File: src/rtl/uart_tx_fifo.sv
// UART transmitter with an input FIFO and per-frame configuration: baud, parity, stop bits.
// The configuration is captured together with each word at pop, so changes made mid-frame apply only to later frames.
module uart_tx_fifo #(
  parameter int CLK_FREQ   = 50000000,
  parameter int DATA_BITS  = 8,
  parameter int FIFO_DEPTH = 4
) (
  input  logic                             clk,
  input  logic                             rst,
  input  logic [2:0]                       baud_sel,
  input  logic [1:0]                       parity_mode,
  input  logic                             two_stop,
  input  logic                             in_valid,
  input  logic [DATA_BITS-1:0]             in_data,
  output logic                             in_ready,
  output logic [$clog2(FIFO_DEPTH+1)-1:0]  fifo_count,
  output logic                             busy,
  output logic                             tx_done,
  output logic                             tx
);
  localparam int CW    = $clog2(FIFO_DEPTH + 1);
  localparam int PW    = $clog2(FIFO_DEPTH);
  localparam int DIV_W = $clog2(CLK_FREQ / 9600 + 1);
  localparam int BW    = $clog2(DATA_BITS);

  typedef enum logic [2:0] {IDLE, START, DATA, PARITY, STOP} state_e;

  // Every branch returns an elaboration-time constant, so no divider is built.
  function automatic logic [DIV_W-1:0] div_of(input logic [2:0] sel);
    case (sel)
      3'd0:    return DIV_W'(CLK_FREQ / 9600);
      3'd1:    return DIV_W'(CLK_FREQ / 19200);
      3'd2:    return DIV_W'(CLK_FREQ / 38400);
      3'd3:    return DIV_W'(CLK_FREQ / 57600);
      3'd4:    return DIV_W'(CLK_FREQ / 115200);
      3'd5:    return DIV_W'(CLK_FREQ / 230400);
      3'd6:    return DIV_W'(CLK_FREQ / 460800);
      default: return DIV_W'(CLK_FREQ / 921600);
    endcase
  endfunction

  logic [DATA_BITS-1:0] mem_q [FIFO_DEPTH];
  logic [PW-1:0]        wr_ptr_q, wr_ptr_d, rd_ptr_q, rd_ptr_d;
  logic [CW-1:0]        count_q, count_d;
  logic                 push, pop;

  state_e               state_q, state_d;
  logic [DIV_W-1:0]     cnt_q, cnt_d, div_q, div_d;
  logic [BW-1:0]        bit_q, bit_d;
  logic                 stop_q, stop_d, two_stop_q, two_stop_d;
  logic                 par_en_q, par_en_d, par_bit_q, par_bit_d;
  logic [DATA_BITS-1:0] data_q, data_d;
  logic                 tx_q, tx_d, busy_q, busy_d, tx_done_q, tx_done_d;
  logic                 bit_end, load;

  assign in_ready   = (count_q != CW'(FIFO_DEPTH));
  assign push       = in_valid && in_ready;
  assign fifo_count = count_q;
  assign busy       = busy_q;
  assign tx_done    = tx_done_q;
  assign tx         = tx_q;

  // NOTE: every signal assigned here gets a default first, so no latch is inferred.
  always_comb begin
    state_d    = state_q;
    cnt_d      = cnt_q;
    div_d      = div_q;
    bit_d      = bit_q;
    stop_d     = stop_q;
    two_stop_d = two_stop_q;
    par_en_d   = par_en_q;
    par_bit_d  = par_bit_q;
    data_d     = data_q;
    tx_d       = tx_q;
    load       = 1'b0;
    bit_end    = (cnt_q == div_q - DIV_W'(1));

    if (state_q != IDLE) cnt_d = bit_end ? '0 : cnt_q + DIV_W'(1);

    case (state_q)
      IDLE:  load = (count_q != '0);
      START: if (bit_end) begin
        state_d = DATA;
        bit_d   = '0;
        tx_d    = data_q[0];
      end
      DATA: if (bit_end) begin
        if (bit_q == BW'(DATA_BITS - 1)) begin
          state_d = par_en_q ? PARITY : STOP;
          tx_d    = par_en_q ? par_bit_q : 1'b1;
          stop_d  = 1'b0;
        end else begin
          bit_d  = bit_q + BW'(1);
          data_d = data_q >> 1;
          tx_d   = data_q[1];
        end
      end
      PARITY: if (bit_end) begin
        state_d = STOP;
        tx_d    = 1'b1;
        stop_d  = 1'b0;
      end
      STOP: if (bit_end) begin
        if (stop_q == two_stop_q) begin
          load    = (count_q != '0);
          state_d = IDLE;
          tx_d    = 1'b1;
        end else begin
          stop_d = 1'b1;
        end
      end
      default: state_d = IDLE;
    endcase

    // Pop straight into START, both from IDLE and from the end of STOP, so frames run back-to-back.
    if (load) begin
      state_d    = START;
      tx_d       = 1'b0;
      cnt_d      = '0;
      data_d     = mem_q[rd_ptr_q];
      div_d      = div_of(baud_sel);
      two_stop_d = two_stop;
      par_en_d   = (parity_mode == 2'b01) || (parity_mode == 2'b10);
      par_bit_d  = (^mem_q[rd_ptr_q]) ^ (parity_mode == 2'b10);
    end
    pop = load;

    busy_d    = (state_d != IDLE);
    tx_done_d = (state_d == STOP) && (cnt_d == div_d - DIV_W'(1)) && (stop_d == two_stop_d);

    wr_ptr_d = wr_ptr_q + PW'(push);
    rd_ptr_d = rd_ptr_q + PW'(pop);
    count_d  = count_q + CW'(push) - CW'(pop);
  end

  // NOTE: FIFO storage is not reset; the pointers and count alone decide which entries are valid.
  always_ff @(posedge clk) begin
    if (push) mem_q[wr_ptr_q] <= in_data;
  end

  // NOTE: state is updated only with non-blocking assignments, so every flop samples its pre-edge inputs.
  always_ff @(posedge clk) begin
    if (rst) begin
      state_q    <= IDLE;
      cnt_q      <= '0;
      div_q      <= '0;
      bit_q      <= '0;
      stop_q     <= 1'b0;
      two_stop_q <= 1'b0;
      par_en_q   <= 1'b0;
      par_bit_q  <= 1'b0;
      data_q     <= '0;
      tx_q       <= 1'b1;
      busy_q     <= 1'b0;
      tx_done_q  <= 1'b0;
      wr_ptr_q   <= '0;
      rd_ptr_q   <= '0;
      count_q    <= '0;
    end else begin
      state_q    <= state_d;
      cnt_q      <= cnt_d;
      div_q      <= div_d;
      bit_q      <= bit_d;
      stop_q     <= stop_d;
      two_stop_q <= two_stop_d;
      par_en_q   <= par_en_d;
      par_bit_q  <= par_bit_d;
      data_q     <= data_d;
      tx_q       <= tx_d;
      busy_q     <= busy_d;
      tx_done_q  <= tx_done_d;
      wr_ptr_q   <= wr_ptr_d;
      rd_ptr_q   <= rd_ptr_d;
      count_q    <= count_d;
    end
  end
endmodule

File: config.mk
export PLATFORM = sky130hd
export DESIGN_NAME = uart_tx_fifo
export DESIGN_NICKNAME = d
export VERILOG_FILES = /design/src/rtl/uart_tx_fifo.sv
export SDC_FILE = /design/constraint.sdc
export NUM_CORES = 1
export LEC_CHECK = 0
export CELL_PAD_IN_SITES_DETAIL_PLACEMENT = 1
export CELL_PAD_IN_SITES_GLOBAL_PLACEMENT = 2
export CORE_ASPECT_RATIO = 1.25
export CORE_MARGIN = 10
export CORE_UTILIZATION = 40
export CTS_CLUSTER_DIAMETER = 100
export DETAILED_ROUTE_END_ITERATION = 8
export GPL_TIMING_DRIVEN = 0
export PLACE_DENSITY = 0.89
export SLEW_MARGIN = 30
export SYNTH_ARGS = -nofsm -noshare
export SYNTH_HDL_FRONTEND = slang
export SYNTH_SLANG_ARGS = --single-unit
File: constraint.sdc
create_clock -name clk -period 4.67 [get_ports clk]
set_input_delay 0.467 -clock clk [delete_from_list [all_inputs] [get_ports clk]]
set_output_delay 0.467 -clock clk [all_outputs]
set_load 0.1 [all_outputs]
Word level (Yosys, flattened, before mapping)

Memory sizes are Yosys's and may differ from the RTL's. A register that Yosys moved wholly into a read port is not among the register bits.
Index checks and enable logic that the tools add are counted.

Flip-flop bits (word level): 54
RAM bits: 32
Input port bits: 17
Output and inout port bits: 7
Word-level logic and storage cells: 114
Memories kept: 1

Add/sub/neg operators: 8
Equality and inequality tests: 28
Mux-type cells: 44
Bitwise logic cells: 1
Reductions and logical operators: 17

Memory list:

| name  | words | bits a word | read ports | clocked after Yosys merged registers in | wr ports | line | RTL |
|---|---|---|---|---|---|---|---|
| mem_q | 4     | 8           | 1          | 1                                       | 1        | 42   | `logic [DATA_BITS-1:0] mem_q [FIFO_DEPTH];` |

Operators with widths:

| kind                                                                  | number |
|---|---|
| 13-bit case mux with 7 select lines                                   | 1 |
| 13-bit 2-to-1 mux                                                     | 4 |
| 3-bit 2-to-1 mux                                                      | 11 |
| 8-bit 2-to-1 mux                                                      | 4 |
| 13-bit == test                                                        | 2 |
| 13-bit by 1-bit subtractor with 13-bit output (second input constant) | 2 |
| 3-bit == test (second input constant)                                 | 6 |
| 1-bit 2-to-1 mux                                                      | 18 |
| 3-bit != test (second input constant)                                 | 6 |
| 3-bit case mux with 5 select lines                                    | 1 |
| 13-bit by 1-bit adder with 13-bit output (second input constant)      | 1 |
| 3-bit by 2-bit == test with 1-bit output (second input constant)      | 4 |
| 3-bit nonzero test                                                    | 3 |
| 2-bit != test (second input constant)                                 | 4 |
| 8-bit XOR reduction                                                   | 1 |
| 3-bit by 1-bit == test with 1-bit output (second input constant)      | 2 |
| 3-bit logical NOT                                                     | 2 |
| 3-bit case mux with 2 select lines                                    | 1 |
| 6-bit AND reduction                                                   | 1 |
| 2-bit nonzero test                                                    | 3 |
| 5-bit nonzero test                                                    | 1 |
| 2-bit by 1-bit adder with 2-bit output                                | 2 |
| 1-bit case mux with 4 select lines                                    | 1 |
| 4-bit AND reduction                                                   | 1 |
| 13 further kinds                                                      | 16 |

Logic depth before layout (Yosys ltp)

Gate-level depths: netlist (run 1).

Word-level depth: 9
Gate-level depth with buffers: 20
Mapped depth without buffers: 18

Worst setup path before layout (run 1)

Ideal clock, no wire load.

Path type: reg-to-reg
From: register div_q[0]
To: register count_q[2], in the netlist fifo_count[2]
Library setup time: 128 ps
Arrival: 4,031 ps
Required time: 4,542 ps
Slack: 511 ps
Cell stages (with the launch flop): 21
Path buffers: 3
Clock period less this slack: 4,159 ps
Path through: dfxtp_1 inv_1 ha_1 or3b_1 nand2b_1 a2111oi_1 nor2b_1 nor4b_4 nor2_4 inv_4 buf_12 buf_8 clkbuf_1 ha_1 inv_1 ha_1 inv_1 fa_1 xor2_1 xnor2_1 nor2_1

Cells in the longest elaborated chain, start to end: 5

RTL lines:

| element                                       | line | RTL |
|---|---|---|
| start: declaration                            | 48   | `logic [DIV_W-1:0] cnt_q, cnt_d, div_q, div_d;` |
| start signal: assignment                      | 162  | `div_q <= div_d;` |
| 13-bit by 1-bit subtractor with 13-bit output | 76   | `bit_end = (cnt_q == div_q - DIV_W'(1));` |
| 13-bit == test                                | 76   |  |
| 1-bit 2-to-1 mux                              | 103  | `STOP: if (bit_end) begin` |
| 1-bit case mux with 2 select lines            | 80   | `case (state_q)` |
| 3-bit by 1-bit subtractor with 3-bit output   | 133  | `count_d = count_q + CW'(push) - CW'(pop);` |
| end signal: assignment                        | 174  | `count_q <= count_d;` |
| end: declaration                              | 44   | `logic [CW-1:0] count_q, count_d;` |

Every way passes these cells.
A chain may end at the register's enable or synchronous reset.

Worst setup path after layout (run 1)

From: register div_q[5]
To: register tx_done_q, in the netlist tx_done

Cells in the longest elaborated chain, start to end: 9
Elaborated cells on any way between the ends: 25
Classes of those cells: add/sub (2); eq/ne (4); mux (17); reduce/logical (2)

RTL lines:

| element                                       | line | RTL |
|---|---|---|
| 13-bit by 1-bit subtractor with 13-bit output | 76   |  |
| 13-bit == test                                | 76   |  |
| 1-bit 2-to-1 mux                              | 103  |  |
| 1-bit case mux with 2 select lines            | 80   |  |
| 13-bit 2-to-1 mux                             | 116  | `if (load) begin` |
| 13-bit by 1-bit subtractor with 13-bit output | 129  | `tx_done_d = (state_d == STOP) && (cnt_d == div_d - DIV_W'(1)) && (stop_d == two_stop_d);` |
| 13-bit == test                                | 129  |  |
| 1-bit logical AND                             | 129  |  |
| 1-bit logical AND (*)                         | 129  |  |
| end signal: assignment                        | 171  | `tx_done_q <= tx_done_d;` |
| end: declaration                              | 53   | `logic tx_q, tx_d, busy_q, busy_d, tx_done_q, tx_done_d;` |

Mark *: on every way between the ends. The rest lies on a longest branch, timed or not.

==> reports/metrics.csv, run 1 <==
stage,metric,value,unit
setup_path,Setup crit start,div_q[5]$_SDFF_PP0_,
routing,routed length on met2,6.749,mm
yosys,post-synth net total,499,
routing,Starting DRT DRC Count,148,
placed_design,Placement Cell Area,5196,sq um
placed_design,Port Buf Inserts,22,
yosys,"EDFF count, synth",32,
routing,metal3 WL,401,microns
yosys,Post-Synthesis Cell Area,4760,sq um
clock_network,CTS root buffer,clkbuf_16,
pwr,Power Dens Cells,633.7,nW/um^2
floorplanning,# IOs,24,
routing,vias per inst,5.473,
sta,fmax,0.2269,GHz
yosys,synthesized-area fraction occupied by adder cells,3.838,%
yosys,main flop type after synthesis,dfxtp_1,
yosys,synthesized netlist cell count,468,
sta,worst setup margin,262.2,ps
floorplanning,Die ar.,16690,sq um
floorplanning,Placeable Area,11620,sq um
yosys,Synth Area in Simple Gates,22.27,%
layout,final net count,539,
layout,final cell count without fillers,674,
clock_network,clk sinks,86,
routing,drt pass-1 iters,5,
job,Max-cap violations,0,
setup_path,Setup CP Type,reg -> reg,
yosys,mux contribution to synthesized area,6.546,%
clock_network,CTS buffer count,9,
sta,final hold vios,0,
yosys,"Async S/R FF share, synth",0,%
sta,final number of setup-violating endpoints,0,
outcome,status,"complete, no violations",
global_route,wire length of the first global-routing pass,20.36,mm
floorplanning,die height,142.0,microns
yosys,YS warnings,0,
yosys,number of synthesized register bits,86,
placed_design,Final HPWL DP,9.376,mm
setup_path,crit-path max FO,10,
layout,final core utilization,48.20,%
global_route,GRT Util Overall,15.21,%
yosys,XOR/XNOR share of the synthesized area,12.25,%
yosys,main combinational cell family by area after synthesis,simple AND/OR/NAND/NOR gates,
setup_path,FF-to-FF Start,div_q[5]$_SDFF_PP0_,
yosys,sequential cell area fraction in the yosys report,42.90,%
yosys,Cell variety after synth,67,
routing,met1 wire length,4.923,mm
sta,Setup TNS Final,0,ps
layout,Area Growth Syn to Fin,17.64,%
routing,vias,3689,
sta,Slew Limit Fails,0,
sta,Hold Worst Slack,474.4,ps
clock_network,CTS tree,built,
yosys,share of the synthesized area in the top cell type,22.71,%
setup_path,worst path required time,4930,ps
clock_network,Worst-path clk slew,70,ps
global_route,largest net degree at the start of global routing,21,
hold_path,worst hold path startpoint,par_bit_q$_SDFFE_PP0N_,
hold_path,type of the most critical hold path,reg -> reg,
setup_path,Crit. End Element,register,
global_route,vias in the first global route,3901,
routing,WL/cell,18.48,microns
yosys,compound-cell area share of the yosys netlist,8.885,%
routing,DRC,0,
yosys,Area contributors post-synth,"dfxtp_1, edfxtp_1, xnor2_1",
clock_network,"Clk Latency, worst-skew pair",350,ps
sta,Slew HR,34.29,%
global_route,total gr overflow,0,
clock_network,Max clock buf depth,2,
sta,Final Cycle Share,94.39,%
floorplanning,Initial Utilization,40.97,%
pwr,peak supply drop,0.3489,mV
floorplanning,Std-Cell Rows,44,
placed_design,dpl cells,651,
setup_path,CP startpoint kind,register,
clock_network,H-tree Lvls,3,
global_route,initial antenna violation count,0,
pwr,LEAKAGE,1.996,nW
yosys,Syn Area/Cell,10.17,sq um
sta,crit path time final,4408,ps
layout,share of layout cells above drive strength 1,11.89,%
floorplanning,die span in x,117.6,microns
routing,Routed Wire Length,12.46,mm
layout,Final Cell Area,5599,sq um
yosys,Synth area leader,dfxtp_1,
routing,Final ANT Viol Nets,0,
layout,Ant. Diodes,0,
setup_path,CP Data Arrival Time,4670,ps
placed_design,dpl ws,-359.8,ps
placed_design,routability cong.,0.7986,
sta,Worst-Margin Slew,982.5,ps
sta,clock skew,6.470,ps
routing,Top Metal Used,met4,
pwr,total chip power,3.548,mW
## placed cells by master (no fill, tap or decap), types with 3 or more instances in the layout
cell type         n
inv_8             4
nor4_1            9
nand2_1          23
mux4_2            8
buf_4             9
o21ai_0          10
mux2i_1          12
nor3_1           13
ha_1             11
and4_1            4
clkdlybuf4s50_1  22
a222oi_1          7
nand3_1           7
nand2b_1          7
nor2_1           75
or3_1             3
inv_1            12
a21oi_1          12
xnor2_1          42
nor2b_1           9
dfxtp_1          54
nand3b_1          4
nand4_1           5
a31oi_1           3
edfxtp_1         32
and3_1            6
or4_1             3
xor2_1           22
clkbuf_1         12
buf_2             3
o211ai_1          3
clkbuf_16         9
nor3b_1           3
## sequential cells by signal, summed over array words and instances (netlist names)
register    count
stop_q          1
div_q          13
two_stop_q      1
tx              1
wr_ptr_q        2
tx_done         1
rd_ptr_q        2
par_en_q        1
busy            1
data_q          8
mem_q          32
fifo_count      3
cnt_q          13
par_bit_q       1
bit_q           3
state_q         3
## path summary, 6_finish.rpt
kind         slack, ps  cells past startpoint                endpoint
max reg2reg        260                     19      tx_done$_SDFF_PP0_
min reg2reg        470                      2  par_bit_q$_SDFFE_PP0N_
max                260                     19      tx_done$_SDFF_PP0_
min                470                      2  par_bit_q$_SDFFE_PP0N_
## per-layer routing
layer  vias up  track usage [%]
li1       1776                -
met1      1827            15.77
met2        61            28.74
met3        25            3.017
met4         0            7.366
met5         -                0
## layout make-up
class,count,area [sq um]
fillers,1255,6017
multi-input cells,350,2626
clock buffers,9,225.2
plain buffers,18,102.6
inverters,13,51.30
clock inverters,7,70.07
flip-flops and latches,86,2042
well taps,161,201.4
repair buffers,30,280.3
## logic make-up after synthesis
logic type / Yosys count
multiplexers: 21
AO/OA/AOI/OAI: 57
buffers and inverters: 32
flip-flops: 86
AND/OR/NAND/NOR: 193
XOR/XNOR: 65
adder cells (fa/ha/maj): 14
## Yosys cell counts (8+ instances only)
| library cell | instances |
|---|---|
| mux2i_1 | 12 |
| a21oi_1 | 14 |
| nor3_1 | 14 |
| nand2_1 | 23 |
| nor4_1 | 10 |
| xor2_1 | 22 |
| clkbuf_1 | 13 |
| xnor2_1 | 42 |
| mux4_2 | 8 |
| edfxtp_1 | 32 |
| dfxtp_1 | 54 |
| o21ai_0 | 10 |
| ha_1 | 13 |
| nor2b_1 | 10 |
| inv_1 | 12 |
| nor2_1 | 75 |
## where the power goes
group	leakage (nW)	internal [mW]	switching (mW)	total (mW)
Sequential	0.734	0.907	0.112	1.02
Clock	0.144	0.379	0.344	0.723
Combinational	1.12	0.749	1.06	1.81
Total	2.00	2.03	1.51	3.55
## worst max-delay path, stage by stage (launching register included)
cell       delay (ps)
dfxtp_1           300
buf_2             180
nor4_4            450
o2111ai_1         190
a32oi_1           230
nor3b_4           440
nor4b_4           110
buf_4             180
nor2_4            190
inv_4              70
buf_12            150
a21oi_4           190
ha_2              280
nand2_1            80
nor4_2            300
xnor2_1           180
xnor2_1           130
and4_1            250
and4b_1           190
nor4bb_1          200
## timing repair
item / 4_1_cts / 5_1_grt
cloned: 0 / 0
setup endpoints to repair: 3 / 2
pin swaps: 1 / 1
buffers inserted: 3 / 5
hold buffers: 0 / 0
gates resized for setup: 5 / 5
(Power assumes the default switching activity.)
==> inputs of run 2 (changes only) <==
Clock period 4.67 ns to 5 ns, I/O delays scaled along.
==> run 2 against run 1 <==
- cell count is 0.89% lower
- via count is 1.8% lower
- critical path depth grew 1
- die area stayed put
- critical endpoint unchanged
- largest cell class unchanged
==> reports/metrics.csv, run 2 (synthesis gave the netlist of run 1 again) <==
stage,metric,value,unit
sta,Slew HR,34.21,%
layout,final net count,533,
setup_path,Worst path max stage delay,440,ps
placed_design,Port Buf Inserts,22,
routing,Routed Wire Length,12.26,mm
clock_network,Max clock buf depth,2,
routing,drt pass-1 iters,4,
pwr,sequential share of power,29.2,%
pwr,part of the power in the clock network,20.8,%
global_route,initial antenna violation count,0,
setup_path,CP Data Arrival Time,4870,ps
global_route,wire length of the first global-routing pass,20.41,mm
sta,RSZ-0062 raised after global routing,no,
sta,Final Cycle Share,92.23,%
setup_path,worst path required time,5260,ps
sta,final number of setup-violating endpoints,0,
global_route,vias in the first global route,3911,
sta,crit path time final,4611,ps
pwr,Switching Power,1.387,mW
floorplanning,die span in x,117.6,microns
sta,Setup TNS Final,0,ps
outcome,status,"complete, no violations",
clock_network,CTS root buffer,clkbuf_16,
pwr,Comb power frac,50.0,%
layout,final cell count without fillers,668,
routing,vias,3621,
placed_design,dpl cells,651,
layout,"most common cell after layout, fill and taps aside",nor2_1,
routing,Starting DRT DRC Count,147,
layout,top flop regs,"mem_q: 32 flops, cnt_q: 13 flops, div_q: 13 flops",
floorplanning,# IOs,24,
routing,vias per inst,5.421,
clock_network,H-tree Lvls,3,
global_route,GRT Util Overall,15.23,%
setup_path,CP max-delay cell,or3b_1,
setup_path,CP startpoint kind,register,
setup_path,Crit. End Element,register,
setup_path,most frequent CP cell,xnor2_1,
hold_path,type of the most critical hold path,reg -> reg,
layout,Ant. Diodes,0,
sta,Hold Worst Slack,479.9,ps
pwr,Pint,1.860,mW
placed_design,routability cong.,0.7986,
layout,"commonest cells after routing, fill and taps aside","nor2_1, dfxtp_1, xnor2_1",
sta,worst setup margin,388.6,ps
pwr,peak supply drop,0.3278,mV
setup_path,Setup CP Type,reg -> reg,
setup_path,crit-path cells,inv_1 -> ha_1 -> or3b_1 -> and2_1 -> o211ai_1 -> nor2b_4 -> nor4b_4 -> buf_4 -> nor2_4 -> inv_4 -> buf_12 -> a21oi_2 -> ha_2 -> nand2_1 -> nor4_2 -> xnor2_1 -> xnor2_1 -> and4_1 -> and4b_1 -> nor4bb_1,
clock_network,hold buffers post-CTS,0,
layout,Area Growth Syn to Fin,16.14,%
clock_network,clk sinks,86,
floorplanning,Initial Utilization,40.97,%
job,Max-cap violations,0,
floorplanning,Die ar.,16690,sq um
pwr,Sw Share,42.71,%
setup_path,crit-path max FO,10,
clock_network,CTS buffer count,9,
pwr,LEAKAGE,1.967,nW
layout,Fillers,1261,
floorplanning,die height,142.0,microns
setup_path,CP top delay family,simple AND/OR/NAND/NOR gates,
layout,share of layout cells above drive strength 1,10.45,%
layout,Top reg by flops,mem_q,
layout,Largest register FFs,32,
clock_network,CTS tree,built,
placed_design,Final HPWL DP,9.376,mm
sta,final hold vios,0,
sta,clock skew,6.064,ps
pwr,Power Dens Cells,587.4,nW/um^2
routing,WL/cell,18.36,microns
sta,fmax,0.2169,GHz
routing,Final ANT Viol Nets,0,
global_route,total gr overflow,0,
sta,Worst-Margin Slew,983.8,ps
global_route,largest net degree at the start of global routing,21,
sta,Slew Limit Fails,0,
setup_path,CP bufs+invs,4,
clock_network,Worst-path clk slew,70,ps
floorplanning,Placeable Area,11620,sq um
placed_design,dpl ws,-29.85,ps
floorplanning,Std-Cell Rows,44,
routing,DRC,0,
clock_network,"Clk Latency, worst-skew pair",350,ps
pwr,total chip power,3.247,mW
-- run 2: changes by cell type in the layout (fill, tap and decap cells not counted), sizes merged --
| cell | before | now |
|---|---|---|
| buf | 14 | 8 |
-- run 2: layout make-up --
cell class                 instances  area, sq um  area share (%)
buffer                            18        102.6           1.856
sequential                        86         2042           36.94
clock buffer                       9        225.2           4.074
multi-input combinational        350         2600           47.03
tap                              161        201.4           3.644
clock inverter                     7        70.07           1.268
timing repair buffer              24        235.2           4.255
inverter                          13        51.30          0.9280
-- run 2: power groups by stage --
| stage | Clock, mW | Combinational (mW) | Sequential, mW |
|---|---|---|---|
| detailed placement | 0 | 1.61 | 0.963 |
| global placement | 0 | 1.56 | 0.957 |
| floorplan | 0 | 1.15 | 1.04 |
| global route | 0.723 | 1.79 | 0.963 |
| finish | 0.675 | 1.62 | 0.949 |
| CTS | 0.695 | 1.62 | 0.949 |
-- run 2: final timing paths --
| check | end | cells past startpoint | slack (ps) | start |
|---|---|---|---|---|
| setup reg to reg | tx_done$_SDFF_PP0_ | 20 | 390 | div_q[0]$_SDFF_PP0_ |
| hold reg to reg | par_bit_q$_SDFFE_PP0N_ | 2 | 480 | par_bit_q$_SDFFE_PP0N_ |
| hold / removal | par_bit_q$_SDFFE_PP0N_ | 2 | 480 | par_bit_q$_SDFFE_PP0N_ |
| setup / recovery | tx_done$_SDFF_PP0_ | 20 | 390 | div_q[0]$_SDFF_PP0_ |
-- run 2: per-layer routing --
| metal | global-route usage (%) | up-vias | routed length [microns] |
|---|---|---|---|
| met1 | 15.79 | 1770 | 4896 |
| li1 | - | 1763 | - |
| met4 | 7.627 | 0 | 432 |
| met3 | 3.017 | 30 | 409 |
| met2 | 28.65 | 58 | 6524 |
| met5 | 0 | - | 0 |
-- run 2: worst min-delay path, stage by stage, from the launching register on --
cell	delay (ps)
dfxtp_1	330
nand2_1	60
a21oi_1	50
-- run 2: metrics by stage --
step,cell area [sq um],util (%)
after floorplan,4760,-
after global placement,5181,44.60
after detailed placement,5196,44.73
after CTS,5490,47.26
after global routing,5528,47.59
final,5528,47.59
-- run 2: timing repair --
item,CTS,global route
buffers inserted,0,2
setup endpoints to repair,2,1
resized for setup,1,5
pin swaps,0,1
hold endpoints to repair,0,0
==> inputs of run 3 (changes only) <==
Settings changed: CORE_MARGIN 10 to unset, CTS_CLUSTER_DIAMETER 100 to 80.
==> run 3 against run 2 <==
- cell count grew 0.30%
- largest cell class unchanged
- register-to-register slack got worse by 130 ps
- critical endpoint unchanged
- wire length increased by 1.5%
- largest power group unchanged
==> reports/metrics.csv, run 3 (synthesis gave the netlist of run 1 again) <==
stage,metric,value,unit
outcome,status,"complete, no violations",
setup_path,Crit. End Element,register,
floorplanning,die height,124.0,microns
sta,fmax,0.2107,GHz
global_route,wire length of the first global-routing pass,19.93,mm
layout,Ant. Diodes,0,
global_route,total gr overflow,0,
setup_path,worst path required time,5250,ps
placed_design,routability cong.,0.8442,
floorplanning,die span in x,99.57,microns
setup_path,crit-path cells,inv_1 -> ha_1 -> or3b_1 -> and2_1 -> o211ai_1 -> nor2b_4 -> nor4b_4 -> buf_4 -> buf_4 -> nor2_4 -> inv_4 -> buf_12 -> a21oi_4 -> ha_2 -> nand2_1 -> nor4_2 -> xnor2_1 -> xnor2_1 -> and4_1 -> and4b_1 -> nor4bb_1,
placed_design,dpl ws,1.501,ps
layout,"most common cell after layout, fill and taps aside",nor2_1,
layout,Final Cell Area,5553,sq um
setup_path,crit-path max FO,10,
sta,Slew Limit Fails,0,
hold_path,type of the most critical hold path,reg -> reg,
placed_design,Final HPWL DP,9.391,mm
sta,Worst-Margin Slew,976.3,ps
layout,Top reg by flops,mem_q,
clock_network,H-tree Lvls,3,
layout,final net count,535,
floorplanning,# IOs,24,
routing,Starting DRT DRC Count,107,
global_route,GRT Util Overall,21.65,%
sta,RSZ-0062 raised after global routing,no,
clock_network,CTS root buffer,clkbuf_16,
routing,vias per inst,5.494,
routing,Final ANT Viol Nets,0,
layout,"commonest cells after routing, fill and taps aside","nor2_1, dfxtp_1, xnor2_1",
clock_network,Worst-path clk slew,70,ps
layout,Largest register FFs,32,
pwr,total chip power,3.279,mW
routing,DRC,0,
sta,Setup TNS Final,0,ps
global_route,gr busiest metal,met2,
pwr,peak supply drop,0.3672,mV
sta,Final Cycle Share,94.91,%
placed_design,dpl cells,651,
clock_network,"Clk Latency, worst-skew pair",350,ps
routing,vias,3681,
global_route,initial antenna violation count,0,
sta,crit path time final,4746,ps
pwr,Power Dens Cells,590.5,nW/um^2
layout,final cell count without fillers,670,
routing,drt pass-1 iters,4,
floorplanning,Std-Cell Rows,44,
global_route,grt met2 use,41.58,%
global_route,largest net degree at the start of global routing,21,
floorplanning,Initial Utilization,40.97,%
sta,Hold Worst Slack,483.9,ps
layout,share of layout cells above drive strength 1,10.81,%
floorplanning,Placeable Area,11620,sq um
sta,worst setup margin,254.4,ps
sta,Slew HR,34.71,%
clock_network,Max clock buf depth,2,
sta,final number of setup-violating endpoints,0,
pwr,LEAKAGE,1.978,nW
layout,top flop regs,"mem_q: 32 flops, cnt_q: 13 flops, div_q: 13 flops",
placed_design,Placement Cell Area,5196,sq um
setup_path,CP Data Arrival Time,5000,ps
setup_path,Setup CP Type,reg -> reg,
global_route,met1 usage,22.60,%
job,Max-cap violations,0,
sta,clock skew,5.229,ps
layout,Area Growth Syn to Fin,16.67,%
routing,Routed Wire Length,12.45,mm
floorplanning,Die ar.,12340,sq um
routing,WL/cell,18.58,microns
clock_network,CTS buffer count,9,
global_route,vias in the first global route,3948,
clock_network,CTS tree,built,
layout,final core utilization,47.80,%
setup_path,Worst path max stage delay,440,ps
setup_path,CP max-delay cell,or3b_1,
setup_path,CP startpoint kind,register,
global_route,met3 Track Usage GR,3.367,%
placed_design,Port Buf Inserts,22,
clock_network,clk sinks,86,
sta,final hold vios,0,
## run 3: layout make-up
cell class,instances,area [sq um]
inverters,13,51.30
clock buffers,9,225.2
flip-flops and latches,86,2042
repair buffers,26,250.2
plain buffers,18,102.6
fillers,1296,6063
multi-input cells,350,2608
clock inverters,7,72.57
well taps,161,201.4
## run 3: repair_timing
action,4_1_cts,5_1_grt
endpoints found under the setup margin,2,1
gates cloned,0,0
endpoints found under the hold margin,0,0
pin swaps,0,1
hold buffers,0,0
buffers inserted,0,4
gates resized for setup,1,6
## run 3: path summary, 6_finish.rpt
check | from | cells after the start | slack [ps] | to
max reg2reg | div_q[0]$_SDFF_PP0_ | 21 | 250 | tx_done$_SDFF_PP0_
min reg2reg | par_bit_q$_SDFFE_PP0N_ | 2 | 480 | par_bit_q$_SDFFE_PP0N_
min | par_bit_q$_SDFFE_PP0N_ | 2 | 480 | par_bit_q$_SDFFE_PP0N_
max | div_q[0]$_SDFF_PP0_ | 21 | 250 | tx_done$_SDFF_PP0_
## run 3: power breakdown
group	internal (mW)	leakage (nW)	switching [mW]
Combinational	0.672	1.10	0.984
Clock	0.353	0.143	0.320
Sequential	0.847	0.734	0.103
Total	1.87	1.98	1.41
## run 3: routing by layer
layer / routed length [microns] / share of wire, %
met5: 0 / 0
met4: 455 / 3.7
met3: 276 / 2.2
met2: 6696 / 54
met1: 5019 / 40
## run 3: worst max-delay path: cells and delay by family (launching register included)
family | cells | cell delay (ps)
AOI/OAI and AO/OA | 2 | 380
xor gates and xnor gates | 2 | 330
adders and majority gates | 2 | 590
buffers and inverters | 5 | 670
DFF | 1 | 380
and+or+nand+nor | 10 | 2270
